--- src/rtl/pll_reset_seq.sv ---
// pll_reset_seq: reset sequencer in the PLL output clock domain. It converts
// the raw, asynchronous PLL lock into an active-low downstream reset with
// synchronous release. Reset releases only after synced lock has stayed high
// for a qualification window and then a hold window. Losing lock while
// running re-asserts reset and is logged in a sticky flag and a counter.
//
// Ports:
//   clk_i       PLL output clock, the only clock
//   rst_ni      asynchronous active-low reset
//   pll_lock_i  raw PLL lock, asynchronous to clk_i
//   clear_i     synchronous pulse: clears lock_lost_o and loss_cnt_o
//   rst_no      downstream reset, active-low, released synchronously
//   ready_o     high while running (same value as rst_no)
//   lock_lost_o sticky flag: lock was lost while running
//   loss_cnt_o  saturating count of lock losses while running
module pll_reset_seq #(
  parameter int unsigned SYNC_STAGES   = 2,
  parameter int unsigned STABLE_CYCLES = 1024,
  parameter int unsigned HOLD_CYCLES   = 16,
  parameter int unsigned LOSS_CNT_W    = 8
) (
  input  logic                  clk_i,
  input  logic                  rst_ni,
  input  logic                  pll_lock_i,
  input  logic                  clear_i,
  output logic                  rst_no,
  output logic                  ready_o,
  output logic                  lock_lost_o,
  output logic [LOSS_CNT_W-1:0] loss_cnt_o
);

  localparam int unsigned MAX_WIN = (STABLE_CYCLES > HOLD_CYCLES) ? STABLE_CYCLES : HOLD_CYCLES;
  localparam int unsigned CNT_W   = (MAX_WIN > 1) ? $clog2(MAX_WIN) : 1;

  localparam logic [CNT_W-1:0]      STABLE_LAST = CNT_W'(STABLE_CYCLES - 1);
  localparam logic [CNT_W-1:0]      HOLD_LAST   = CNT_W'(HOLD_CYCLES - 1);
  localparam logic [LOSS_CNT_W-1:0] LOSS_MAX    = '1;

  typedef enum logic [1:0] {
    WAIT_LOCK = 2'd0,
    STABLE    = 2'd1,
    HOLD      = 2'd2,
    RUN       = 2'd3
  } state_e;

  logic [SYNC_STAGES-1:0] sync_q;
  logic                   lock_s;
  state_e                 state_q;
  logic [CNT_W-1:0]       cnt_q;
  logic                   run_q;
  logic                   lost_q;
  logic [LOSS_CNT_W-1:0]  loss_cnt_q;
  logic                   run_loss_c;

  // Lock synchronizer; the only logic that samples pll_lock_i.
  always_ff @(posedge clk_i or negedge rst_ni) begin
    if (!rst_ni) begin
      sync_q <= '0;
    end else begin
      sync_q <= {sync_q[SYNC_STAGES-2:0], pll_lock_i};
    end
  end

  assign lock_s = sync_q[SYNC_STAGES-1];

  // A loss only counts when it interrupts RUN; drops during qualification are glitches.
  assign run_loss_c = (state_q == RUN) && !lock_s;

  // Qualification FSM; run_q is registered alongside the state so it is high exactly in RUN.
  always_ff @(posedge clk_i or negedge rst_ni) begin
    if (!rst_ni) begin
      state_q <= WAIT_LOCK;
      cnt_q   <= '0;
      run_q   <= 1'b0;
    end else begin
      case (state_q)
        WAIT_LOCK: begin
          if (lock_s) begin
            state_q <= STABLE;
            cnt_q   <= '0;
          end
        end
        STABLE: begin
          if (!lock_s) begin
            state_q <= WAIT_LOCK;
            cnt_q   <= '0;
          end else if (cnt_q == STABLE_LAST) begin
            state_q <= HOLD;
            cnt_q   <= '0;
          end else begin
            cnt_q <= cnt_q + CNT_W'(1);
          end
        end
        HOLD: begin
          if (!lock_s) begin
            state_q <= WAIT_LOCK;
            cnt_q   <= '0;
          end else if (cnt_q == HOLD_LAST) begin
            state_q <= RUN;
            cnt_q   <= '0;
            run_q   <= 1'b1;
          end else begin
            cnt_q <= cnt_q + CNT_W'(1);
          end
        end
        RUN: begin
          if (!lock_s) begin
            state_q <= WAIT_LOCK;
            cnt_q   <= '0;
            run_q   <= 1'b0;
          end
        end
        default: begin
          state_q <= WAIT_LOCK;
          cnt_q   <= '0;
          run_q   <= 1'b0;
        end
      endcase
    end
  end

  // Loss log; a loss on the same edge as clear_i wins and counts as the first event.
  always_ff @(posedge clk_i or negedge rst_ni) begin
    if (!rst_ni) begin
      lost_q     <= 1'b0;
      loss_cnt_q <= '0;
    end else if (run_loss_c) begin
      lost_q <= 1'b1;
      if (clear_i) begin
        loss_cnt_q <= LOSS_CNT_W'(1);
      end else if (loss_cnt_q != LOSS_MAX) begin
        loss_cnt_q <= loss_cnt_q + LOSS_CNT_W'(1);
      end
    end else if (clear_i) begin
      lost_q     <= 1'b0;
      loss_cnt_q <= '0;
    end
  end

  assign rst_no      = run_q;
  assign ready_o     = run_q;
  assign lock_lost_o = lost_q;
  assign loss_cnt_o  = loss_cnt_q;

endmodule

--- config.mk ---
export PLATFORM = sky130hd
export DESIGN_NAME = pll_reset_seq
export DESIGN_NICKNAME = d
export VERILOG_FILES = /design/src/rtl/pll_reset_seq.sv
export SDC_FILE = /design/constraint.sdc
export NUM_CORES = 1
export LEC_CHECK = 0
export ABC_AREA = 1
export ABC_CLOCK_PERIOD_IN_PS = 1400
export CORE_MARGIN = 2
export CORE_UTILIZATION = 40
export CTS_BUF_LIST = sky130_fd_sc_hd__clkbuf_2 sky130_fd_sc_hd__clkbuf_4 sky130_fd_sc_hd__clkbuf_8
export CTS_CLUSTER_DIAMETER = 40
export CTS_CLUSTER_SIZE = 12
export DETAILED_ROUTE_END_ITERATION = 10
export GPL_TIMING_DRIVEN = 0
export PLACE_DENSITY = 0.71
export SLEW_MARGIN = 20
export SYNTH_ARGS = -nofsm -noshare
export SYNTH_HDL_FRONTEND = slang
export SYNTH_SLANG_ARGS = --single-unit
--- constraint.sdc ---
create_clock -name clk_i -period 1.4 [get_ports clk_i]
set_input_delay 0.14 -clock clk_i [delete_from_list [all_inputs] [get_ports clk_i]]
set_output_delay 0.14 -clock clk_i [all_outputs]
set_load 0.005 [all_outputs]
==> out/summary.txt <==
Post-Route WL: 3360 um
Post-synth EDFFs: 0
Clock Power Share: 16.4%
Port Buffer Count: 14
Worst path most repeated cell: nand2_2
Initial antenna violation count: 0
Synth Cell Area: 1380 um^2
Setup CP Type: reg2reg
Slew margin rel.: 64.9%
CTS Buf Count: 3
CTS root buf: clkbuf_4
Cell Int Power: 0.00122 W
Final #Nets: 232
Register area share after synthesis: 43.6%
H-tree depth: 1
Multi-input logic area: 808 um^2
Combinational fraction of design power: 41.9%
Synth Area in Compound Gates: 12.4%
Count leader, synth: nand2_1
Worst Hold Class: in2reg
Layout overhead on the synthesized area: 40.6%
Row cnt: 21
Longest Clk Path Bufs: 2
Synth top area cells: dfrtp_1 44%, nand2_1 14%, ha_1 6.4%, inv_1 6.0%, nand3_1 4.4%
Share of layout cells above drive strength 1: 32.0%
Hold Fails Final Rpt: 0
Routed Antenna Nets: 0
CTS sink cnt: 24
RSZ-0062 raised after global routing: yes
Post-synth ARST share: 100%
Worst Path Arrival: 1760 ps
Yosys top cell area share: 43.6%
Failing checks: setup timing
DR iter-0 viols: 67
Worst Path Max Fanout: 4
CP max stage cell: dfrtp_1
FMAX: 0.649 GHz
CP startpoint: cnt_q[0]
Fin util: 58.5%
Core box area: 3310 um^2
Tot GR Track Use: 16.1%
Post-synth net total: 188
Fin Clk Skew: 13.2 ps
Hold WS: 226 ps
Net Sw Frac: 36.2%
Gate Count Post-Synth: 177
Routed length per instance: 12.7 um
Ys Warns: 0
Adder-cell area share of the yosys netlist: 6.36%
Sequential power share: 41.7%
Starting density of the core: 41.6%
Remaining DRCs: 0
Post-synthesis xor/xnor area fraction: 2.54%
Vias: 1305
CTS tree: yes
Clk_lat worst skew: 330 ps
Leakage: 0.963 nW
Gpl congestion: 0.831
Fin Setup TNS: -1400 ps
Min Tclk post-route: 1540 ps
Top-level I/O count: 15
Mean Syn Cell Area: 7.78 um^2
Main combinational cell family by area after synthesis: simple AND/OR/NAND/NOR gates
Worst reg2reg path depth: 9
CP endpoint: state_q[0]
Pre-antenna DRT Iters: 4
Die area: 3930 um^2
Avg Vias per Cell: 4.92
Mux cell area share after synthesis: 0%
Worst Path Required: 1620 ps
GRT overflow: 0
Pwr/cell area: 990 nW/um^2
Power consumption: 0.00192 W
Worst setup EP type: register
Synth top cells by count: 51 x nand2_1, 24 x dfrtp_1, 22 x inv_1
Vias in the first global route: 1222
RR Endpoint: state_q[0]
Diode count: 0
Status: finished with violations
FF+latch area: 601 um^2
Switching power: 0.000694 W
Finished layout cell area: 1940 um^2
First-pass GRT wire length: 5110 um
Synth Register Bits: 24
Synth area leader: dfrtp_1
Top_reg_cell synth: dfrtp_1
Fin crit share: 110%
Final setup violation count: 14
Max cap viols: 0
Slowest stage delay, CP: 380 ps
CP Launch Type: register
Final WS setup: -142 ps
Chip width: 62.7 um
Final Slew Violations: 0
Worst-path cell chain: ha_2 > nand2_2 > nor2_4 > nand4_1 > nand2_2 > buf_6 > nand3_4 > nand2_1 > o21ai_1
Die Ht: 62.7 um
Pin count of the biggest net entering global routing: 25
Simple-gate area share of the yosys netlist: 27.2%
Worst reg-to-reg setup slack: -140 ps
# fillers: 310
Critical R2R Launch: cnt_q[0]
Placement Cell Area: 1580 um^2
Max IR drop VDD: 0.801 mV
Distinct cells, synth: 26
Worst-Margin Slew: 526 ps
CTS clk-pin slew, worst paths: 140 ps
Post-DP HPWL: 1960 um
-- state kept, by name, summed over array words and instances, names as in the netlist --
register and flops:
cnt_q 10, lock_lost_o 1, loss_cnt_o 8, ready_o 1
state_q 2, sync_q 2
-- stage by stage --
step | std cells | setup slack [ps]
after floorplan | 177 | 59.5
after global placement | 237 | -93.8
after detailed placement | 237 | -110
after CTS | 259 | -32.8
after global routing | 265 | -214
final | 265 | -142
-- cells by family (layout without fill, tap and decap cells) --
kind of cell,count (synthesis),count (layout)
simple gates,87,87
fa+ha+maj,7,7
xor+xnor,4,4
compound gates,29,29
flops,24,24
buf+inv,26,68
-- worst max-delay path: cells and delay by family, from the launching register on --
| family | cells | cell delay [ps] |
|---|---|---|
| fa+ha+maj | 1 | 190 |
| simple gates | 6 | 700 |
| flops | 1 | 380 |
| buf+inv | 1 | 120 |
| compound gates | 1 | 50 |
-- power groups by stage --
stage | clock (W) | sequential [W] | combinational, W
after global routing | 0.000342 | 0.000811 | 0.000892
after floorplan | 0 | 0.000806 | 0.000349
after global placement | 0 | 0.000813 | 0.000469
after CTS | 0.000316 | 0.000795 | 0.000696
after detailed placement | 0 | 0.000817 | 0.000476
final | 0.000315 | 0.000800 | 0.000803
-- per-layer routing --
layer | vias up | GRT usage (%) | routed length (um)
met5 | - | 0 | 0
met4 | 0 | 6.94 | 71
met3 | 7 | 2.70 | 108
met2 | 21 | 28.6 | 1790
met1 | 623 | 19.1 | 1400
li1 | 654 | - | -
-- placed cells by master (no fill, tap or decap) --
master / synthesis / routed
o21ai_4: 0 / 1
dfrtp_1: 24 / 24
o21ai_2: 1 / 1
a21o_1: 1 / 1
a31oi_1: 1 / 1
ha_4: 0 / 2
nand3_4: 0 / 1
clkbuf_4: 0 / 3
inv_6: 0 / 1
o21bai_1: 2 / 2
inv_2: 2 / 4
o211ai_1: 1 / 1
inv_1: 22 / 18
o21ai_0: 10 / 4
nand2_1: 51 / 41
nor2_1: 12 / 8
buf_4: 1 / 23
dlygate4sd3_1: 0 / 1
dlymetal6s2s_1: 0 / 3
dlygate4sd2_1: 0 / 2
nor3_2: 0 / 1
clkdlybuf4s50_1: 0 / 8
nand2_4: 0 / 2
o21ai_1: 3 / 8
buf_2: 0 / 2
o21a_1: 1 / 1
nor2_2: 2 / 3
a21oi_1: 7 / 4
inv_4: 0 / 1
nand4_1: 5 / 5
buf_6: 1 / 2
nand3_2: 1 / 3
ha_1: 7 / 3
nand3b_1: 1 / 1
nand2_2: 2 / 10
nand3_1: 12 / 9
xor2_1: 4 / 4
a21oi_2: 2 / 5
ha_2: 0 / 2
nor2_4: 0 / 3
-- worst min path at each step --
stage                     from   endpoint  cells past startpoint
finish              pll_lock_i  sync_q[0]                      1
global route        pll_lock_i  sync_q[0]                      1
CTS                 pll_lock_i  sync_q[0]                      1
detailed placement   sync_q[0]  sync_q[1]                      0
global placement     sync_q[0]  sync_q[1]                      0
floorplan               rst_ni   cnt_q[0]                      0
-- layout make-up --
type                    count  share of cell area [%]
multi-input cells         127                    41.7
repair buffers             39                    17.1
clock buffers               3                    1.16
well taps                  46                    2.97
plain buffers               2                   0.969
inverters                  24                    5.04
flip-flops and latches     24                    31.0
-- what timing repair did --
| action | 4_1_cts | 5_1_grt |
|---|---|---|
| cloned | 1 | 0 |
| pin swaps | 5 | 7 |
| hold buffers | 0 | 1 |
| setup endpoints to repair | 23 | 23 |
| gates resized for setup | 23 | 30 |
| hold endpoints to repair | 0 | 24 |
| buffers inserted | 18 | 5 |
(Power assumes the default switching activity.)
